[config.mk]
export PLATFORM = sky130hd
export DESIGN_NAME = multicycle_control_unit_flat
export DESIGN_NICKNAME = d
export VERILOG_FILES = /design/src/rtl/multicycle_control_unit_if.sv /design/src/rtl/multicycle_control_unit.sv /design/src/flat_wrapper.sv
export SDC_FILE = /design/constraint.sdc
export NUM_CORES = 1
export LEC_CHECK = 0
export BUFFER_PORTS_ARGS = -buffer_cell sky130_fd_sc_hd__buf_2
export CORE_UTILIZATION = 40
export DETAILED_ROUTE_END_ITERATION = 10
export PLACE_DENSITY = 0.83
export SYNTH_ARGS = -nofsm -noshare
export SYNTH_HDL_FRONTEND = slang
export SYNTH_SLANG_ARGS = --single-unit
export TNS_END_PERCENT = 1
[constraint.sdc]
create_clock -name clk -period 3.6 [get_ports clk]
set_input_delay 0.54 -clock clk [delete_from_list [all_inputs] [get_ports clk]]
set_output_delay 0.54 -clock clk [all_outputs]
set_load 0.03 [all_outputs]
[src/rtl/multicycle_control_unit_if.sv]
// Control/status bundle between the multicycle sequencer and its datapath.
// The master modport is the controller side; the slave modport is the datapath side.
interface multicycle_control_unit_if;
    logic [6:0] Op;
    logic [2:0] funct3;
    logic [6:0] funct7;
    logic       Zero;
    logic       PCWrite;
    logic       AdrSrc;
    logic       MemWrite;
    logic       IRWrite;
    logic       RegWrite;
    logic [1:0] ResultSrc;
    logic [1:0] ALUSrcA;
    logic [1:0] ALUSrcB;
    logic [1:0] ImmSrc;
    logic [2:0] ALUControl;
    logic [3:0] State;

    modport master (
        input  Op, funct3, funct7, Zero,
        output PCWrite, AdrSrc, MemWrite, IRWrite, RegWrite,
               ResultSrc, ALUSrcA, ALUSrcB, ImmSrc, ALUControl, State
    );

    modport slave (
        output Op, funct3, funct7, Zero,
        input  PCWrite, AdrSrc, MemWrite, IRWrite, RegWrite,
               ResultSrc, ALUSrcA, ALUSrcB, ImmSrc, ALUControl, State
    );
endinterface

[src/rtl/multicycle_control_unit.sv]
// Moore sequencer for the multicycle RV32I core: 11-state FSM plus ALU and
// immediate decoders driving every select and write enable of the datapath.
module multicycle_control_unit (
    input  logic                       clk,
    input  logic                       rst,
    multicycle_control_unit_if.master  bus
);
    localparam int unsigned OP_W    = 7;
    localparam int unsigned STATE_W = 4;

    localparam logic [OP_W-1:0] OP_LOAD  = 7'b0000011;
    localparam logic [OP_W-1:0] OP_STORE = 7'b0100011;
    localparam logic [OP_W-1:0] OP_RTYPE = 7'b0110011;
    localparam logic [OP_W-1:0] OP_ITYPE = 7'b0010011;
    localparam logic [OP_W-1:0] OP_JAL   = 7'b1101111;
    localparam logic [OP_W-1:0] OP_BEQ   = 7'b1100011;

    typedef enum logic [STATE_W-1:0] {
        FETCH    = 4'd0,
        DECODE   = 4'd1,
        MEMADR   = 4'd2,
        MEMREAD  = 4'd3,
        MEMWB    = 4'd4,
        MEMWRITE = 4'd5,
        EXECUTER = 4'd6,
        ALUWB    = 4'd7,
        EXECUTEI = 4'd8,
        JAL      = 4'd9,
        BEQ      = 4'd10
    } state_t;

    state_t     state;
    state_t     state_next;
    logic       pc_update;
    logic       branch;
    logic       adr_src;
    logic       mem_write;
    logic       ir_write;
    logic       reg_write;
    logic [1:0] result_src;
    logic [1:0] alu_src_a;
    logic [1:0] alu_src_b;
    logic [1:0] alu_op;
    logic [2:0] alu_control;
    logic [1:0] imm_src;
    logic       unused_funct7;

    always_ff @(posedge clk) begin
        if (!rst) state <= FETCH;
        else      state <= state_next;
    end

    // Next-state and per-state Moore outputs
    always_comb begin
        state_next = FETCH;
        pc_update  = 1'b0;
        branch     = 1'b0;
        adr_src    = 1'b0;
        mem_write  = 1'b0;
        ir_write   = 1'b0;
        reg_write  = 1'b0;
        result_src = 2'b00;
        alu_src_a  = 2'b00;
        alu_src_b  = 2'b00;
        alu_op     = 2'b00;
        case (state)
            FETCH: begin
                state_next = DECODE;
                ir_write   = 1'b1;
                alu_src_b  = 2'b10;
                result_src = 2'b10;
                pc_update  = 1'b1;
            end
            DECODE: begin
                alu_src_a = 2'b01;
                alu_src_b = 2'b01;
                case (bus.Op)
                    OP_LOAD, OP_STORE: state_next = MEMADR;
                    OP_RTYPE:          state_next = EXECUTER;
                    OP_ITYPE:          state_next = EXECUTEI;
                    OP_JAL:            state_next = JAL;
                    OP_BEQ:            state_next = BEQ;
                    default:           state_next = FETCH;
                endcase
            end
            MEMADR: begin
                state_next = (bus.Op == OP_STORE) ? MEMWRITE : MEMREAD;
                alu_src_a  = 2'b10;
                alu_src_b  = 2'b01;
            end
            MEMREAD: begin
                state_next = MEMWB;
                adr_src    = 1'b1;
            end
            MEMWB: begin
                result_src = 2'b01;
                reg_write  = 1'b1;
            end
            MEMWRITE: begin
                adr_src   = 1'b1;
                mem_write = 1'b1;
            end
            EXECUTER: begin
                state_next = ALUWB;
                alu_src_a  = 2'b10;
                alu_op     = 2'b10;
            end
            EXECUTEI: begin
                state_next = ALUWB;
                alu_src_a  = 2'b10;
                alu_src_b  = 2'b01;
                alu_op     = 2'b10;
            end
            ALUWB: begin
                reg_write = 1'b1;
            end
            JAL: begin
                state_next = ALUWB;
                alu_src_a  = 2'b01;
                alu_src_b  = 2'b10;
                pc_update  = 1'b1;
            end
            BEQ: begin
                alu_src_a = 2'b10;
                alu_op    = 2'b01;
                branch    = 1'b1;
            end
            default: state_next = FETCH;
        endcase
    end

    // ALU operation decode; only sub for R-type (Op[5]) with funct7[5] set
    always_comb begin
        alu_control = 3'b000;
        case (alu_op)
            2'b01: alu_control = 3'b001;
            2'b10: begin
                case (bus.funct3)
                    3'b000:  alu_control = (bus.Op[5] & bus.funct7[5]) ? 3'b001 : 3'b000;
                    3'b010:  alu_control = 3'b101;
                    3'b110:  alu_control = 3'b011;
                    3'b111:  alu_control = 3'b010;
                    default: alu_control = 3'b000;
                endcase
            end
            default: alu_control = 3'b000;
        endcase
    end

    always_comb begin
        imm_src = 2'b00;
        case (bus.Op)
            OP_STORE: imm_src = 2'b01;
            OP_BEQ:   imm_src = 2'b10;
            OP_JAL:   imm_src = 2'b11;
            default:  imm_src = 2'b00;
        endcase
    end

    // Write enables are held off for the whole reset cycle so no partial write escapes
    assign bus.PCWrite    = rst & (pc_update | (branch & bus.Zero));
    assign bus.IRWrite    = rst & ir_write;
    assign bus.RegWrite   = rst & reg_write;
    assign bus.MemWrite   = rst & mem_write;
    assign bus.AdrSrc     = adr_src;
    assign bus.ResultSrc  = result_src;
    assign bus.ALUSrcA    = alu_src_a;
    assign bus.ALUSrcB    = alu_src_b;
    assign bus.ImmSrc     = imm_src;
    assign bus.ALUControl = alu_control;
    assign bus.State      = STATE_W'(state);

    assign unused_funct7 = ^{bus.funct7[6], bus.funct7[4:0]};
endmodule

[src/flat_wrapper.sv]
// flat-port wrapper written by rule: the top's interface ports become plain ports
module multicycle_control_unit_flat 
  (clk, rst, bus_Op, bus_funct3, bus_funct7, bus_Zero, bus_PCWrite, bus_AdrSrc, bus_MemWrite, bus_IRWrite, bus_RegWrite, bus_ResultSrc, bus_ALUSrcA, bus_ALUSrcB, bus_ImmSrc, bus_ALUControl, bus_State);
  multicycle_control_unit_if bus_i ();
  input  logic clk;
  input  logic rst;
  input wire logic [$bits(bus_i.Op)-1:0] bus_Op;
  input wire logic [$bits(bus_i.funct3)-1:0] bus_funct3;
  input wire logic [$bits(bus_i.funct7)-1:0] bus_funct7;
  input wire logic [$bits(bus_i.Zero)-1:0] bus_Zero;
  output wire logic [$bits(bus_i.PCWrite)-1:0] bus_PCWrite;
  output wire logic [$bits(bus_i.AdrSrc)-1:0] bus_AdrSrc;
  output wire logic [$bits(bus_i.MemWrite)-1:0] bus_MemWrite;
  output wire logic [$bits(bus_i.IRWrite)-1:0] bus_IRWrite;
  output wire logic [$bits(bus_i.RegWrite)-1:0] bus_RegWrite;
  output wire logic [$bits(bus_i.ResultSrc)-1:0] bus_ResultSrc;
  output wire logic [$bits(bus_i.ALUSrcA)-1:0] bus_ALUSrcA;
  output wire logic [$bits(bus_i.ALUSrcB)-1:0] bus_ALUSrcB;
  output wire logic [$bits(bus_i.ImmSrc)-1:0] bus_ImmSrc;
  output wire logic [$bits(bus_i.ALUControl)-1:0] bus_ALUControl;
  output wire logic [$bits(bus_i.State)-1:0] bus_State;
  assign bus_i.Op = bus_Op;
  assign bus_i.funct3 = bus_funct3;
  assign bus_i.funct7 = bus_funct7;
  assign bus_i.Zero = bus_Zero;
  assign bus_PCWrite = bus_i.PCWrite;
  assign bus_AdrSrc = bus_i.AdrSrc;
  assign bus_MemWrite = bus_i.MemWrite;
  assign bus_IRWrite = bus_i.IRWrite;
  assign bus_RegWrite = bus_i.RegWrite;
  assign bus_ResultSrc = bus_i.ResultSrc;
  assign bus_ALUSrcA = bus_i.ALUSrcA;
  assign bus_ALUSrcB = bus_i.ALUSrcB;
  assign bus_ImmSrc = bus_i.ImmSrc;
  assign bus_ALUControl = bus_i.ALUControl;
  assign bus_State = bus_i.State;
  multicycle_control_unit u_core (.clk(clk), .rst(rst), .bus(bus_i));
endmodule
== After elaboration in Yosys (flattened, before gate mapping) ==
Cells that the tools add are included.

* Memory bits (read-only): 0
* Bits in writable memories: 0
* Output and inout bits: 20
* Bits in latches: 0
* Memories kept: 0
* Word-level logic and storage cells: 57
* Bits of input ports: 20
* Register bits after elaboration: 4

* Mux-type cells: 17
* Shift operators: 0
* Div/mod/pow operators: 0
* Add/subtract/negate cells: 0
* Bitwise operators: 7
* Magnitude comparators: 0
* Reduce and logical (&&, ||, !) cells: 11
* Multipliers: 0
* Equality and inequality tests: 21

{| class="wikitable"
|+ Operators by type and width
! operator !! count
|-
| 4-bit one-hot mux with 5 select lines || 2
|-
| 4-bit by 3-bit == test with 1-bit output, second input constant || 4
|-
| 2-bit one-hot mux with 2 select lines || 4
|-
| 7-bit by 6-bit == test with 1-bit output, second input constant || 2
|-
| 7-bit == test, second input constant || 2
|-
| 4-bit == test, second input constant || 3
|-
| 3-bit one-hot mux with 4 select lines || 1
|-
| 2-bit OR reduction || 6
|-
| 4-bit by 2-bit == test with 1-bit output, second input constant || 2
|-
| 7-bit by 2-bit == test with 1-bit output, second input constant || 1
|-
| 7-bit by 5-bit == test with 1-bit output, second input constant || 1
|-
| 1-bit two-way mux || 7
|-
| 1-bit AND || 6
|-
| 3-bit == test, second input constant || 2
|-
| 2-bit one-hot mux with 3 select lines || 1
|-
| 3-bit one-hot mux with 2 select lines || 1
|-
| 3-bit OR reduction || 2
|-
| 4-bit by 1-bit == test with 1-bit output, second input constant || 1
|-
| 4-bit logical NOT || 1
|-
| 4-bit OR reduction || 1
|-
| 3-bit by 2-bit == test with 1-bit output, second input constant || 1
|-
| 3-bit logical NOT || 1
|-
| 3-bit two-way mux || 1
|-
| 2-bit by 1-bit == test with 1-bit output, second input constant || 1
|-
| other kinds (2) || 2
|}

== Depth between registers and ports, before layout ==
* Depth after elaboration: 5
* Gate-level depth with buffers: 7
* Gate-level depth less buffers: 7

== Least setup slack after synthesis ==
No wires, ideal clock.

* Path type: register -> output
* Start point: reg u_core.state[2] (netlist: u_core.bus.State[2])
* End point: out bus_ALUControl[2]
* Data required time: 3.060 ns
* Cell stages (with the launch flop): 6
* Path slack: 0.750 ns
* Path buffers: 1
* Arrival time: 2.310 ns
* Cells stage by stage: dfxtp_1 -> buf_2 -> nand3_1 -> a21oi_1 -> ha_1 -> nor4_1

* Longest elaborated chain between the ends: 5
* Elaborated cells between the ends (all ways): 8
* Classes of those cells: eq/ne (5); mux (2); reduce/logical (1)

{| class="wikitable"
|+ RTL lines
! item !! line !! text
|-
| start: declaration || multicycle_control_unit.sv:32 || <nowiki>state_t state;</nowiki>
|-
| start signal: assignment || multicycle_control_unit.sv:50 || <nowiki>else state <= state_next;</nowiki>
|-
| 4-bit by 3-bit == test with 1-bit output / 4-bit == test (equally long branches) || multicycle_control_unit.sv:66 || <nowiki>case (state)</nowiki>
|-
| 2-bit OR reduction (no source line) || n/a ||
|-
| 2-bit one-hot mux with 2 select lines (*) || multicycle_control_unit.sv:66 ||
|-
| 2-bit == test / 2-bit by 1-bit == test with 1-bit output (equally long branches) || multicycle_control_unit.sv:135 || <nowiki>case (alu_op)</nowiki>
|-
| 3-bit one-hot mux with 2 select lines (*) || multicycle_control_unit.sv:135 ||
|-
| end: declaration || flat_wrapper.sv:20 || <nowiki>output wire logic [$bits(bus_i.ALUControl)-1:0] bus_ALUControl;</nowiki>
|}

Mark *: on every way between the ends. The rest lies on a longest branch, timed or not.

== Worst setup path after layout ==
* Start point: reg u_core.state[1] (netlist: u_core.bus.State[1])
* End point: out bus_ALUControl[2]

The elaborated chain is that of the path after synthesis.

==> results list <==
- The run finished with clean final reports.
- Subtracting the final worst setup slack from the clock period gives 2.85 ns.
- Setup slack closes at 0.750 ns.
- The initial antenna violation count came to 0.
- Netlist cell types: 34
- Final count of hold timing violations: 0
- Dividing the detail-routed via count by the number of cells gives 5.54.
- Router iterations before antenna repair: 4
- Reg-to-reg slack, setup: 2.20 ns
- In this run the clock root is driven by a clkbuf_4.
- After detailed placement, the design holds a cell count of 120.
* Setup repair after global routing missed its margin: no
- Setup clock skew after layout: 0.000263 ns
- VDD sags by at most 117 µV.
- Fin cells: 123
- In this run the critical register-to-register path is captured at u_core.bus.State[0]$_SDFF_PN0_.
- Count of input and output buffers: 33
* Routability Congestion: 0.836
- After clock tree synthesis, the setup repair step added 0 buffers.
* Layout Area Growth over Synthesis: 32.8%
- Chip Width: 39.2 µm
- Startpoint type of the worst setup path: flip-flop
* Required time at the worst-slack endpoint: 3.06 ns
- The first global-routing pass estimated 2220 µm of wire.
* Yosys Warn Count: 0
* Static power due to leakage: 0.000346 µW
- Avg Inst Size Synth: 7.28 µm²
- The final layout contains 132 nets.
- Count of endpoints failing setup in the final report: 0
- The number of nets in the synthesized netlist is 98.
- Area inside the core boundary: 1300 µm²
* Clk buf depth: 2
- Number of enable-type register cells in the synthesized netlist: 0
- Crit. Startpoint: u_core.bus.State[1]$_SDFF_PN0_
- Synth Register Bits: 4
* Final number of max-transition violations: 0
* Least-Margin Pin Slew: 0.536 ns
* CTS Buf Count: 3
* Flip-flop count of the largest register after layout: 4
* Antenna diodes: 0
* Grt total ovfl: 0
* Total Routed Length: 1470 µm
- Entering global routing, the biggest net connects 17 pins.
- Sequential cell area fraction in the yosys report: 14.5%
* Post-synthesis instance area: 553 µm²
- The worst setup path is captured at an output pin.
- For this run, asynchronously set or reset flops after synthesis account for 0%.
- The floorplan step defined a die boundary enclosing 1540 µm².
* Top_reg_cell synth: dfxtp_1
- TritonCTS clock tree: yes
- The critical path ends at bus_ALUControl[2].
- Share of post-route cells with drive strength above 1: 42.6%
- The floorplan has 13 rows.
- Clock net sink count: 4
- For this run, the top clock speed supported by timing is 351 MHz.
* Antenna Violating Nets Remaining: 0
- Data arrival time at the worst-slack endpoint: 2.31 ns
- Hold slack final: 0.608 ns
* Crit share post-route: 79.2%
- Min-Delay Path Class: input port to flip-flop
- After detailed routing, the number of remaining DRC violations is 0.
- GRT Resource Usage Total: 20.9%
- The detailed router placed 682 vias in this run.
- CTS-repair resized insts: 0
- Count of hold buffers inserted by post-cts repair: 0
- Along the worst path, the maximum fanout reaches 16.
- Number of cells on the worst reg-to-reg path: 4
* Power Dens Cells: 232 nW/µm²
- After routing, the total negative slack on setup checks comes to 0 ns.
- Once the floorplan was initialized, standard cells occupied 42.5% of the core.
* Post-synthesis cell count: 76
- Clock latency on the worst-skew pair, taken at its later pin, is 0.25 ns.
- Worst setup path category: flip-flop to output pin
- Routed len/inst: 12.0 µm
- Across the run, the number of max-cap violations was 0.
* Initial detailed-routing violation count: 19
* Half-perimeter wire length after placement: 1140 µm
* Via count of the first global-routing pass: 541
- 40 I/O pins were placed.
- Critical register-to-register path startpoint: u_core.bus.State[1]$_SDFF_PN0_
- OpenSTA, run right after detailed placement, puts the worst setup slack at 1.04 ns.
* Overall die height: 39.2 µm
- Clock transition at path regs: 0.05 ns
* Relative slew slack: 64.2%
- In this run the number of H-tree levels came out at 1.
==> kinds of logic after synthesis <==
logic type	after synthesis	synth area share, %
flops	4	14.5
xor+xnor	3	4.75
simple gates	39	43.4
fa+ha+maj	2	4.52
compound gates	17	23.5
buf+inv	11	9.28
==> cells in the mapped netlist, types with 2 or more instances <==
master,count,area share (%)
nand2_1,9,6.1
inv_1,7,4.8
nor2_1,7,4.8
a21oi_1,4,3.6
dfxtp_1,4,14
nor3_1,4,3.6
nor4_1,3,3.4
a31oi_1,2,2.3
buf_2,2,1.8
buf_4,2,2.7
ha_1,2,4.5
nand2b_1,2,2.3
nand3_1,2,1.8
nor2_2,2,2.3
nor3_2,2,3.6
nor3b_1,2,2.7
o21ai_0,2,1.8
xnor2_1,2,3.2
==> final cells by class <==
type,instances,area [µm²]
inverter,7,26.3
multi-input combinational,61,422
sequential,4,80.1
tap,15,18.8
timing repair buffer,33,165
fill,135,567
clock buffer,3,22.5
==> how the worst min path moves through the flow <==
stage          slack, ns  cells after the start                           start                             end
2_1_floorplan       0.68                      2                             rst  u_core.bus.State[0]$_SDFF_PN0_
3_3_place_gp        0.62                      1  u_core.bus.State[0]$_SDFF_PN0_  u_core.bus.State[0]$_SDFF_PN0_
3_5_place_dp        0.64                      1  u_core.bus.State[0]$_SDFF_PN0_  u_core.bus.State[0]$_SDFF_PN0_
4_1_cts             0.60                      3                             rst  u_core.bus.State[0]$_SDFF_PN0_
5_1_grt             0.64                      3                             rst  u_core.bus.State[2]$_SDFF_PN0_
6_report            0.61                      3                             rst  u_core.bus.State[2]$_SDFF_PN0_
==> critical path, stage by stage, from the launching register on <==
cell	delay, ns
dfxtp_1	0.65
nand2b_1	0.22
nor3_2	0.25
inv_1	0.08
ha_1	0.33
nor4_1	0.26
buf_2	0.26
==> per-layer routing <==
| layer | global-route usage (%) | wire (µm) | up-vias |
|---|---|---|---|
| li1 | - | - | 342 |
| met1 | 22.3 | 600 | 310 |
| met2 | 41.3 | 757 | 24 |
| met3 | 1.73 | 62 | 6 |
| met4 | 7.76 | 53 | 0 |
| met5 | 0 | 0 | - |
==> power breakdown <==
group	internal [µW]	switching, µW	leakage [µW]
Combinational	20.8	36.2	0.000299
Sequential	45.7	4.18	0.0000326
Clock	37.8	25.5	0.0000138
Total	104	65.9	0.000346
==> cell usage in the layout (no fill, tap or decap), types with 2 or more instances in the layout <==
cell      Yosys  layout
a21oi_1       4       4
a31oi_1       2       2
buf_2         2      33
clkbuf_4      0       3
dfxtp_1       4       4
ha_1          2       2
inv_1         7       7
nand2_1       9       9
nand2b_1      2       2
nand3_1       2       2
nor2_1        7       7
nor2_2        2       2
nor3_1        4       4
nor3_2        2       2
nor3b_1       2       2
nor4_1        3       3
o21ai_0       2       2
xnor2_1       2       2
==> metrics by stage <==
step	total power, µW	utilization [%]	area [µm²]
after global routing	178	56.4	734
after global placement	106	54.7	712
after floorplan	87.4	-	553
final	170	56.4	734
after detailed placement	107	54.7	712
after CTS	169	56.4	734
Power figures use the tool's default switching activity.
